`config.mk`:
```
export PLATFORM = sky130hd
export DESIGN_NAME = apb_timer_slave
export DESIGN_NICKNAME = d
export VERILOG_FILES = /design/src/rtl/apb_timer_slave.sv
export SDC_FILE = /design/constraint.sdc
export NUM_CORES = 1
export LEC_CHECK = 0
export BUFFER_PORTS_ARGS = -buffer_cell sky130_fd_sc_hd__buf_2
export CORE_MARGIN = 3
export CORE_UTILIZATION = 45
export CTS_CLUSTER_DIAMETER = 100
export DETAILED_ROUTE_END_ITERATION = 10
export GPL_ROUTABILITY_DRIVEN = 1
export PLACE_DENSITY = 0.65
export SLEW_MARGIN = 10
export SYNTH_ARGS = -nofsm -noshare
export SYNTH_HDL_FRONTEND = slang
export SYNTH_SLANG_ARGS = --single-unit
```
`constraint.sdc`:
```
create_clock -name clk -period 6.77 [get_ports clk]
set_clock_uncertainty 0.2 [all_clocks]
set_input_delay 1.354 -clock clk [delete_from_list [all_inputs] [get_ports clk]]
set_output_delay 1.354 -clock clk [all_outputs]
set_load 0.02 [all_outputs]
```
`src/rtl/apb_timer_slave.sv`:
```
// apb_timer_slave: APB3 timer peripheral on the bridge's Timer port.
// Prescaled 32-bit down-counter with reload, one-shot/periodic modes and a
// level interrupt. Optional macro APB_TIMER_PSLVERR_EN adds a pslverr output
// that flags unmapped offsets and writes to the read-only VALUE register.
module apb_timer_slave #(
  parameter int unsigned WAIT_STATES = 1,
  parameter int unsigned PRESCALE_W  = 16,
  parameter logic [31:0] LOAD_RESET  = 32'hFFFF_FFFF
) (
  input  logic        clk,
  input  logic        reset,
  input  logic [31:0] paddr,
  input  logic        psel,
  input  logic        penable,
  input  logic        pwrite,
  input  logic [31:0] pwdata,
  output logic [31:0] prdata,
  output logic        pready,
  output logic        irq
`ifdef APB_TIMER_PSLVERR_EN
  ,
  output logic        pslverr
`endif
);

  localparam int unsigned WAIT_W = (WAIT_STATES > 0) ? $clog2(WAIT_STATES + 1) : 1;

  localparam logic [2:0] IDX_CTRL     = 3'd0;
  localparam logic [2:0] IDX_LOAD     = 3'd1;
  localparam logic [2:0] IDX_VALUE    = 3'd2;
  localparam logic [2:0] IDX_PRESCALE = 3'd3;
  localparam logic [2:0] IDX_STATUS   = 3'd4;

  typedef enum logic [1:0] {
    ST_IDLE   = 2'd0,
    ST_SETUP  = 2'd1,
    ST_ACCESS = 2'd2
  } state_e;

  state_e                state_q, state_d;
  logic [WAIT_W-1:0]     wait_q, wait_d;
  logic                  pready_q, pready_d;
  logic [31:0]           prdata_q, prdata_d;
  logic                  en_q, en_d;
  logic                  irq_en_q, irq_en_d;
  logic                  oneshot_q, oneshot_d;
  logic [31:0]           load_q, load_d;
  logic [31:0]           value_q, value_d;
  logic [PRESCALE_W-1:0] prescale_q, prescale_d;
  logic [PRESCALE_W-1:0] psc_cnt_q, psc_cnt_d;
  logic                  exp_q, exp_d;

  logic        fire;
  logic [2:0]  reg_idx;
  logic        addr_err;
  logic        wr_ok;
  logic        ctrl_wr, load_wr, pre_wr, stat_wr;
  logic        tick, tick_eff, exp_set;
  logic [31:0] rdata_mux;

  assign reg_idx = paddr[4:2];

`ifdef APB_TIMER_PSLVERR_EN
  logic pslverr_q, pslverr_d;
  logic unused_paddr_bits;

  // Error when the offset lies above STATUS inside the 4 KB timer window, or on a VALUE write.
  assign addr_err = (reg_idx > IDX_STATUS) || (|paddr[11:5]) ||
                    (pwrite && (reg_idx == IDX_VALUE));
  assign unused_paddr_bits = ^{paddr[31:12], paddr[1:0]};
  assign pslverr = pslverr_q;
`else
  logic unused_paddr_bits;

  assign addr_err = 1'b0;
  assign unused_paddr_bits = ^{paddr[31:5], paddr[1:0]};
`endif

  assign prdata = prdata_q;
  assign pready = pready_q;
  // Level interrupt straight from flops, so it cannot glitch.
  assign irq    = exp_q & irq_en_q;

  // APB handshake: next state, wait counter and the single commit strobe.
  always_comb begin
    state_d = state_q;
    wait_d  = wait_q;
    fire    = 1'b0;
    unique case (state_q)
      ST_IDLE: begin
        if (psel && !penable) state_d = ST_SETUP;
      end
      ST_SETUP: begin
        if (!psel) begin
          state_d = ST_IDLE;
        end else begin
          state_d = ST_ACCESS;
          wait_d  = WAIT_W'(WAIT_STATES);
          fire    = (WAIT_STATES == 0);
        end
      end
      ST_ACCESS: begin
        if (pready_q || !psel) begin
          state_d = ST_IDLE;
        end else if (wait_q == WAIT_W'(1)) begin
          wait_d = '0;
          fire   = 1'b1;
        end else begin
          wait_d = wait_q - WAIT_W'(1);
        end
      end
      default: state_d = ST_IDLE;
    endcase
    pready_d = fire;
  end

  // Read data mux over the register map.
  always_comb begin
    rdata_mux = '0;
    unique case (reg_idx)
      IDX_CTRL:     rdata_mux = {29'd0, oneshot_q, irq_en_q, en_q};
      IDX_LOAD:     rdata_mux = load_q;
      IDX_VALUE:    rdata_mux = value_q;
      IDX_PRESCALE: rdata_mux = 32'(prescale_q);
      IDX_STATUS:   rdata_mux = {31'd0, exp_q};
      default:      rdata_mux = '0;
    endcase
  end

  // Register writes, prescaler, down-counter and expiry handling.
  always_comb begin
    en_d       = en_q;
    irq_en_d   = irq_en_q;
    oneshot_d  = oneshot_q;
    load_d     = load_q;
    value_d    = value_q;
    prescale_d = prescale_q;
    psc_cnt_d  = psc_cnt_q;
    prdata_d   = prdata_q;
    exp_set    = 1'b0;

    wr_ok   = fire && pwrite && !addr_err;
    ctrl_wr = wr_ok && (reg_idx == IDX_CTRL);
    load_wr = wr_ok && (reg_idx == IDX_LOAD);
    pre_wr  = wr_ok && (reg_idx == IDX_PRESCALE);
    stat_wr = wr_ok && (reg_idx == IDX_STATUS);

    tick     = en_q && (psc_cnt_q == prescale_q);
    // A CTRL write that clears EN suppresses the tick landing in the same cycle.
    tick_eff = tick && !(ctrl_wr && !pwdata[0]);

    if (en_q) psc_cnt_d = tick ? '0 : psc_cnt_q + PRESCALE_W'(1);

    if (ctrl_wr) begin
      en_d      = pwdata[0];
      irq_en_d  = pwdata[1];
      oneshot_d = pwdata[2];
      if (pwdata[0] && !en_q) begin
        value_d   = load_q;
        psc_cnt_d = '0;
      end
    end
    if (load_wr) load_d = pwdata;
    if (pre_wr) prescale_d = pwdata[PRESCALE_W-1:0];

    if (tick_eff) begin
      if (value_q != '0) begin
        value_d = value_q - 32'd1;
      end else begin
        exp_set = 1'b1;
        value_d = load_q;
        if (oneshot_q) en_d = 1'b0;
      end
    end

    // Expiry set takes priority over a simultaneous write-1-to-clear.
    exp_d = exp_set || (exp_q && !(stat_wr && pwdata[0]));

    if (fire && !pwrite) prdata_d = addr_err ? 32'd0 : rdata_mux;
  end

`ifdef APB_TIMER_PSLVERR_EN
  // Error response accompanies the ready pulse.
  always_comb begin
    pslverr_d = fire && addr_err;
  end

  // Error flag register.
  always_ff @(posedge clk or posedge reset) begin
    if (reset) pslverr_q <= 1'b0;
    else       pslverr_q <= pslverr_d;
  end
`endif

  // APB handshake state register.
  always_ff @(posedge clk or posedge reset) begin
    if (reset) begin
      state_q  <= ST_IDLE;
      wait_q   <= '0;
      pready_q <= 1'b0;
      prdata_q <= '0;
    end else begin
      state_q  <= state_d;
      wait_q   <= wait_d;
      pready_q <= pready_d;
      prdata_q <= prdata_d;
    end
  end

  // Timer register file.
  always_ff @(posedge clk or posedge reset) begin
    if (reset) begin
      en_q       <= 1'b0;
      irq_en_q   <= 1'b0;
      oneshot_q  <= 1'b0;
      load_q     <= LOAD_RESET;
      value_q    <= '0;
      prescale_q <= '0;
      psc_cnt_q  <= '0;
      exp_q      <= 1'b0;
    end else begin
      en_q       <= en_d;
      irq_en_q   <= irq_en_d;
      oneshot_q  <= oneshot_d;
      load_q     <= load_d;
      value_q    <= value_d;
      prescale_q <= prescale_d;
      psc_cnt_q  <= psc_cnt_d;
      exp_q      <= exp_d;
    end
  end

endmodule

```
==> results of run 1 <==
==> kinds of logic (layout without fill, tap and decap cells) <==
kind of cell / Yosys count / in the layout / share of synthesized area (%)
flops: 136 / 136 / 48.7
buf+inv: 78 / 148 / 4.78
xor+xnor: 29 / 29 / 3.59
fa+ha+maj: 3 / 3 / 0.531
simple gates: 225 / 225 / 16.6
compound gates: 182 / 182 / 17.4
mux: 51 / 51 / 8.43
==> state kept, by name (all words and copies together), names as in the netlist <==
signal      count
value_q        32
state_q         2
exp_q           1
wait_q          1
irq_en_q        1
psc_cnt_q      16
prdata         32
pready          1
load_q         32
en_q            1
oneshot_q       1
prescale_q     16
==> power by group through the flow <==
stage / Sequential, mW / Clock (mW) / Combinational [mW]
2_1_floorplan: 1.06 / 0 / 0.224
3_3_place_gp: 1.06 / 0 / 0.332
3_5_place_dp: 1.06 / 0 / 0.341
4_1_cts: 1.05 / 0.947 / 0.344
5_1_grt: 1.07 / 0.984 / 0.381
6_report: 1.05 / 0.929 / 0.341
==> placed cells by master (no fill, tap or decap), types with 19 or more instances in the layout <==
cell and instances:
a21oi_1 20, a22oi_1 31, buf_2 73, dfrtp_1 104, dfstp_2 32, inv_1 33
mux2_2 48, nand2_1 86, nor2_1 32, o21ai_0 39, o31ai_1 29, xnor2_1 19
==> metrics by stage <==
| stage | instances | power [mW] | util, % | hold slack (ps) |
|---|---|---|---|---|
| floorplan | 704 | 1.28 | - | 236 |
| global route | 985 | 2.43 | 53.5 | 288 |
| detailed placement | 953 | 1.40 | 49.6 | 264 |
| CTS | 985 | 2.34 | 53.5 | 277 |
| global placement | 953 | 1.39 | 49.6 | 249 |
| finish | 985 | 2.32 | 53.5 | 272 |
==> worst min-delay path, stage by stage (launching register included) <==
cell	delay [ps]
dfrtp_1	330
nand2_1	50
o31ai_1	60
==> worst max-delay path by stage <==
stage               slack, ps  cells past startpoint     endpoint
detailed placement       2430                      7  value_q[19]
finish                   2870                      7  value_q[19]
CTS                      2900                      7  value_q[19]
global placement         2480                      7  value_q[20]
floorplan                1630                      1         en_q
global route             2680                      7  value_q[19]
==> area by class of cell <==
class	count	area, µm²
clock buffer	18	429
clock inverter	14	163
fill	1356	7100
inverter	34	133
multi-input combinational	490	3290
sequential	136	3440
tap	211	264
timing repair buffer	82	433
==> per-layer routing <==
layer / up-vias / GRT usage (%) / wire length (µm)
met5: - / 0 / 0
met4: 0 / 7.53 / 407
met3: 32 / 5.40 / 1110
met2: 194 / 33.5 / 8260
met1: 2826 / 29.6 / 8250
li1: 2694 / - / -
==> results_dict.tcl, run 1 <==
set metrics [dict create \
    status "finished, final reports clean" \
    num_vias 5746 \
    regToRegEndpoint "value_q[22]" \
    finalSetupTns_ps 0 \
    synth_seq_area_share_pct 48.7 \
    clk_latency_ps 440 \
    finalSetupViolations 0 \
    crit_family "simple AND/OR/NAND/NOR gates" \
    critPathKind "input port to flip-flop" \
    min_from "prdata[16]" \
    yosysMostFrequentCell "dfrtp_1" \
    crit_path_end_kind "flip-flop" \
    place_ws_ps 2430 \
    post_cts_buffers 0 \
    postCtsResizedCells 0 \
    synthFlopType "dfrtp_1" \
    first_pass_iters 5 \
    cap_violations 0 \
    dp_hpwl_um 12500 \
    start_kind "input port" \
    seqPwrFrac_pct 45.3 \
    grt_pass1_vias 5748 \
    slew_violations 0 \
    die_y_um 131 \
    synth_cell_types 60 \
    numPortBuffers 73 \
    synth-seq-cells 136 \
    synth_top_area_share_pct 36.8 \
    clk_pin_slew_ps 60 \
    path_max_fanout 38 \
    ys_top_cells_by_count "dfrtp_1, nand2_1, mux2_2, o21ai_0, inv_1" \
    grt_antenna_before_repair 0 \
    p_int_mw 1.64 \
    synth_nets 776 \
    synth_area_mm2 0.00707 \
    layout_setup_ws_ps 2870 \
    final_area_mm2 0.00816 \
    rsz0062_at_grt "false" \
    hold_path.class "flip-flop to flip-flop" \
    antenna_left 0 \
    grt_max_degree 79 \
    io_pins 103 \
    switchingPower_uw 683 \
    holdPathStages 2 \
    cpMaxStageDelayCell "nand3_2" \
    via_per_inst 5.83 \
    grt_pass1_wl_um 30000 \
    cts_tree "built" \
    async_flop_share_pct 100 \
    clockPowerShare_pct 40.0 \
    comb_power_share_pct 14.7 \
    die_area_mm2 0.0172 \
    rrSetupSlack_ps 3240 \
    slowest_delay_ps 640 \
    cts_sinks 136 \
    area.growth.synth_to_final_pct 15.5 \
    vdd_ir_drop_max_mv 0.202 \
    insertedDiodeCount 0 \
    synth_top_cell_by_area "dfrtp_1" \
    die_x_um 131 \
    tightestPinTransition_ps 1340 \
    cts_hold_buf 0 \
    place_congestion 0.858 \
    crit_required_ps 6900 \
    drt-initial-drc-count 361 \
    synth_edf_count 0 \
    layout-drive-gt1-share_pct 27.9 \
    nNetsFinal 833 \
    reg2reg_from "value_q[20]" \
    p_leak_nw 3.46 \
    coreArea_mm2 0.0153 \
    hold_violations 0 \
    switching_share_pct 29.4 \
    worstPathArrival_ps 4030 \
    root_buffer "clkbuf_16" \
    finalCritPeriodShare_pct 57.6 \
    cts_buffers 17 \
    wirelength_um 18000 \
    post-route-min-period_ps 3900 \
    cts_htree_levels 4 \
    path_cells "buf_2 > and3b_1 > nand4b_1 > and3_1 > nand3_2 > o32a_1 > o21a_1" \
    critPathBufInv 1 \
    track_usage_pct 21.6 \
    rows 45 \
    powerDensity_mw_per_mm2 284 \
    ys_warn_count 0 \
    initial_core_util_pct 46.3 \
    fmax_mhz 256 \
    place_area_mm2 0.00757 \
    min_delay_worst_endpoint "prdata[16]" \
    grt_overflow 0 \
    drc_errors 0 \
    clk_path_buf_depth 2 \
    syn_inst 704 \
    wl_per_cell_um 18.3 \
    startpoint "paddr[4]" \
    r2r_cells 6 \
    synthTopCellsByArea "dfrtp_1, dfstp_2, mux2_2, nand2_1, a22oi_1" \
    avgSynthCellArea_um2 10.0 \
    relSlewSlack_pct 10.2 \
]
No activity file was read; power rests on OpenSTA's default activity.
==> run 2: changes to the inputs <==
--- a/config.mk
+++ b/config.mk
@@ -5,13 +5,13 @@
 export SDC_FILE = /design/constraint.sdc
 export NUM_CORES = 1
 export LEC_CHECK = 0
+export ABC_AREA = 1
 export BUFFER_PORTS_ARGS = -buffer_cell sky130_fd_sc_hd__buf_2
 export CORE_MARGIN = 3
 export CORE_UTILIZATION = 45
 export CTS_CLUSTER_DIAMETER = 100
 export DETAILED_ROUTE_END_ITERATION = 10
 export GPL_ROUTABILITY_DRIVEN = 1
-export PLACE_DENSITY = 0.65
 export SLEW_MARGIN = 10
 export SYNTH_ARGS = -nofsm -noshare
 export SYNTH_HDL_FRONTEND = slang
==> constraint.sdc (replaced) <==
create_clock -name clk -period 3.6 [get_ports clk]
set_clock_uncertainty 0.2 [all_clocks]
set_input_delay 0.72 -clock clk [delete_from_list [all_inputs] [get_ports clk]]
set_output_delay 0.72 -clock clk [all_outputs]
set_load 0.02 [all_outputs]
==> results_dict.tcl, run 2 <==
set metrics [dict create \
    status "finished, final reports clean" \
    coreArea_mm2 0.0174 \
    crit_required_ps 3760 \
    path_max_fanout 12 \
    async_flop_share_pct 100 \
    synth-seq-cells 136 \
    place_ws_ps 794 \
    die_y_um 140 \
    cts_sinks 136 \
    total_power_mw 5.39 \
    rows 48 \
    synthFlopType "dfrtp_1" \
    drc_errors 0 \
    fin_cells 1498 \
    slew_violations 0 \
    via_per_inst 5.11 \
    synth_nets 1263 \
    ys_top_cells_by_count "nand2_1, inv_1, nor2_1, dfrtp_1, o21ai_0" \
    clk_pin_slew_ps 60 \
    yosysMostFrequentCell "nand2_1" \
    place_area_mm2 0.00866 \
    dp_hpwl_um 17000 \
    root_buffer "clkbuf_16" \
    place_inst 1466 \
    finalSetupTns_ps 0 \
    cts_htree_levels 4 \
    grt_pass1_wl_um 38200 \
    grt_max_degree 68 \
    num_vias 7654 \
    place_congestion 0.961 \
    antenna_left 0 \
    crit_path_end_kind "flip-flop" \
    syn_inst 1191 \
    drt-initial-drc-count 514 \
    post_cts_buffers 0 \
    postCtsResizedCells 0 \
    powerDensity_mw_per_mm2 579 \
    synth_seq_area_share_pct 42.8 \
    layout-drive-gt1-share_pct 15.3 \
    finalCritPeriodShare_pct 73.7 \
    cap_violations 0 \
    p_leak_nw 4.93 \
    ys_warn_count 0 \
    layout_setup_ws_ps 947 \
    fmax_mhz 377 \
    insertedDiodeCount 0 \
    initial_core_util_pct 46.2 \
    nNetsFinal 1332 \
    start_kind "flip-flop" \
    area.growth.synth_to_final_pct 15.7 \
    numPortBuffers 73 \
    grt_overflow 0 \
    grt_pass1_vias 7133 \
    cts_buffers 17 \
    cts_tree "built" \
    hold_violations 0 \
    cts_hold_buf 0 \
    r2r_cells 8 \
    final_area_mm2 0.00931 \
    wirelength_um 23200 \
    n_fill_cell 1774 \
    first_pass_iters 5 \
    synth_top_cell_by_area "dfrtp_1" \
    final_cell_mix "nand2_1, nor2_1, inv_1" \
    synthTopCellsByArea "dfrtp_1, nand2_1, dfstp_2, inv_1, nor2_1" \
    die_x_um 140 \
    hold_path.class "input port to async pin" \
    synth_area_mm2 0.00805 \
    synth_edf_count 0 \
    synth_top_area_share_pct 32.3 \
    rsz0062_at_grt "false" \
    avgSynthCellArea_um2 6.76 \
    post-route-min-period_ps 2650 \
    clk_latency_ps 430 \
    die_area_mm2 0.0195 \
    critPathKind "flip-flop to flip-flop" \
    finalSetupViolations 0 \
    tightestPinTransition_ps 936 \
    worstPathArrival_ps 2820 \
    io_pins 103 \
    synth_cell_types 36 \
    wl_per_cell_um 15.5 \
    vdd_ir_drop_max_mv 0.462 \
    clk_path_buf_depth 2 \
    track_usage_pct 24.5 \
    relSlewSlack_pct 37.5 \
    grt_antenna_before_repair 0 \
    final_common_cell "nand2_1" \
]
[run 2: metal layers]
| layer | wire [µm] | track usage [%] |
|---|---|---|
| met4 | 214 | 5.30 |
| met3 | 1240 | 4.71 |
| met2 | 10100 | 36.2 |
| met1 | 11600 | 37.5 |
| met5 | 0 | 0 |
[run 2: worst max-delay path, cell delays in order, from the launching register on]
cell and delay, ps:
dfrtp_1 600, inv_1 270, a21oi_1 180, nand3_1 140, nor2_1 190, nand3_1 220, o21ai_2 550, nand3_1 170
nand2_1 80
[run 2: power breakdown]
part | switching, mW | leakage (nW) | internal, mW
Sequential | 0.243 | 1.71 | 1.78
Combinational | 0.964 | 2.91 | 0.457
Clock | 0.712 | 0.306 | 1.23
[run 2: cell type report]
type,count,area (µm²),share of cell area [%]
well taps,225,282,3.02
clock inverters,15,225,2.42
flip-flops and latches,136,3440,37.0
inverters,144,546,5.86
clock buffers,17,425,4.57
repair buffers,89,510,5.48
multi-input cells,872,3880,41.7
[run 2: final timing paths]
kind,startpoint,slack (ps),endpoint
setup / recovery,en_q,950,value_q[3]
hold / removal,reset,190,prescale_q[13]
setup reg to reg,en_q,950,value_q[3]
hold reg to reg,state_q[1],230,state_q[0]
max in group asynchronous,reset,2190,load_q[25]
min in group clk,state_q[1],230,state_q[0]
[run 2: kinds of logic (layout without fill, tap and decap cells)]
kind of cell             count (synthesis)  count (layout)  share of synthesized area (%)
AO/OA/AOI/OAI                          136             136                           9.17
XOR/XNOR                                17              17                           1.85
adder cells (fa/ha/maj)                  3               3                          0.466
buffers and inverters                  183             265                           9.05
flip-flops                             136             136                           42.8
multiplexers                             3               3                          0.420
AND/OR/NAND/NOR                        713             713                           36.3
[run 2: through the flow]
step	hold slack, ps	util [%]
after floorplan	206	-
after CTS	192	53.5
after global placement	216	49.7
final	191	53.5
after global routing	237	53.5
after detailed placement	223	49.7
==> run 3: changes to the inputs <==
--- a/config.mk
+++ b/config.mk
@@ -12,6 +12,7 @@
 export CTS_CLUSTER_DIAMETER = 100
 export DETAILED_ROUTE_END_ITERATION = 10
 export GPL_ROUTABILITY_DRIVEN = 1
+export PLACE_DENSITY = 0.67
 export SLEW_MARGIN = 10
 export SYNTH_ARGS = -nofsm -noshare
 export SYNTH_HDL_FRONTEND = slang
==> constraint.sdc (replaced) <==
create_clock -name clk -period 2.3 [get_ports clk]
set_clock_uncertainty 0.2 [all_clocks]
set_input_delay 0.46 -clock clk [delete_from_list [all_inputs] [get_ports clk]]
set_output_delay 0.46 -clock clk [all_outputs]
set_load 0.02 [all_outputs]
==> results_dict.tcl, run 3 (synthesis results as in run 2) <==
set metrics [dict create \
    die_area_mm2 0.0195 \
    grt_pass1_vias 7243 \
    grt_max_degree 83 \
    die_x_um 140 \
    final_common_cell "nand2_1" \
    relSlewSlack_pct 52.4 \
    via_per_inst 5.11 \
    layout-drive-gt1-share_pct 16.7 \
    post-route-min-period_ps 2160 \
    rsz0062_at_grt "false" \
    first_pass_iters 5 \
    cap_violations 0 \
    cts_sinks 136 \
    hold_path.class "input port to flip-flop" \
    finalSetupTns_ps 0 \
    area.growth.synth_to_final_pct 17.8 \
    powerDensity_mw_per_mm2 847 \
    io_pins 103 \
    final_cell_mix "nand2_1, nor2_1, inv_1" \
    rows 48 \
    cts_htree_levels 4 \
    critPathKind "flip-flop to flip-flop" \
    wirelength_um 22600 \
    drc_errors 0 \
    seq_area_mm2 0.00344 \
    drt-initial-drc-count 693 \
    root_buffer "clkbuf_16" \
    finalSetupViolations 0 \
    slew_violations 0 \
    path_max_fanout 5 \
    crit_path_end_kind "flip-flop" \
    die_y_um 140 \
    startpoint "value_q[2]" \
    dp_hpwl_um 16700 \
    p_leak_nw 5.03 \
    coreArea_mm2 0.0174 \
    grt_pass1_wl_um 37300 \
    worstPathArrival_ps 2280 \
    tightestPinTransition_ps 713 \
    fmax_mhz 462 \
    initial_core_util_pct 46.2 \
    clk_pin_slew_ps 60 \
    antenna_left 0 \
    min_from "pwdata[22]" \
    cts_buffers 17 \
    grt_antenna_before_repair 0 \
    place_inst 1488 \
    start_kind "flip-flop" \
    fin_cells 1522 \
    clk_path_buf_depth 2 \
    final_util_pct 54.4 \
    wl_per_cell_um 14.9 \
    numPortBuffers 73 \
    clk_latency_ps 430 \
    track_usage_pct 24.0 \
    n_fill_cell 1732 \
    grt_overflow 0 \
    nNetsFinal 1356 \
    finalCritPeriodShare_pct 94.1 \
    insertedDiodeCount 0 \
    status "finished, final reports clean" \
    hold_violations 0 \
    multi_input_area_mm2 0.00388 \
    reg2reg_from "value_q[2]" \
    vdd_ir_drop_max_mv 0.589 \
    place_congestion 0.918 \
    num_vias 7779 \
    total_power_mw 8.03 \
    cts_tree "built" \
    crit_required_ps 2420 \
]
run 3: area by class of cell:
cell class | count | area share [%]
Multi-Input combinational cell | 872 | 41.0
Clock inverter | 14 | 1.04
Clock buffer | 18 | 4.63
Tap cell | 225 | 2.97
Sequential cell | 136 | 36.3
Timing Repair Buffer | 113 | 8.26
Inverter | 144 | 5.78
run 3: per-layer routing:
layer | wire length (µm) | up-vias | track usage (%)
met1 | 10700 | 3568 | 35.5
met3 | 1690 | 22 | 5.09
met4 | 223 | 0 | 5.15
li1 | - | 3926 | -
met5 | 0 | - | 0
met2 | 9960 | 263 | 36.3
run 3: final timing paths:
kind                               end  slack [ps]  cells after the start
setup / recovery           value_q[29]         140                     10
max in group asynchronous   load_q[29]         960                      4
setup reg to reg           value_q[29]         140                     10
hold / removal              load_q[22]          50                      2
hold reg to reg             state_q[0]         230                      1
min in group asynchronous   state_q[0]         490                      4
run 3: what timing repair did:
item / 4_1_cts / 5_1_grt
gates resized for setup: 0 / 3
endpoints found under the setup margin: 0 / 5
buffers inserted: 0 / 0
hold buffers: 2 / 0
hold endpoints to repair: 46 / 0
run 3: power by group:
group | internal [mW] | switching, mW | total (mW)
clock network | 1.41 | 1.12 | 2.53
logic | 0.804 | 1.54 | 2.34
registers | 2.79 | 0.367 | 3.16
total | 5.00 | 3.03 | 8.03
run 3: critical path: stages (launching register included):
cell and delay (ps):
dfrtp_1 440, nor2_1 190, nand2_1 140, nor2_1 240
nand2_1 110, nor2_1 270, nand3_1 120, nand2_1 90
nand3_1 90, nand3_1 110, nand2_1 60
run 3: metrics by stage:
stage          instance area, µm²  hold WS (ps)  worst slack [ps]
6_report                     9480          47.8               135
5_1_grt                      9480          37.5              6.20
4_1_cts                      9470          41.9               181
3_5_place_dp                 8910           231               133
3_3_place_gp                 8910           216               138
2_1_floorplan                8050           206             -27.0
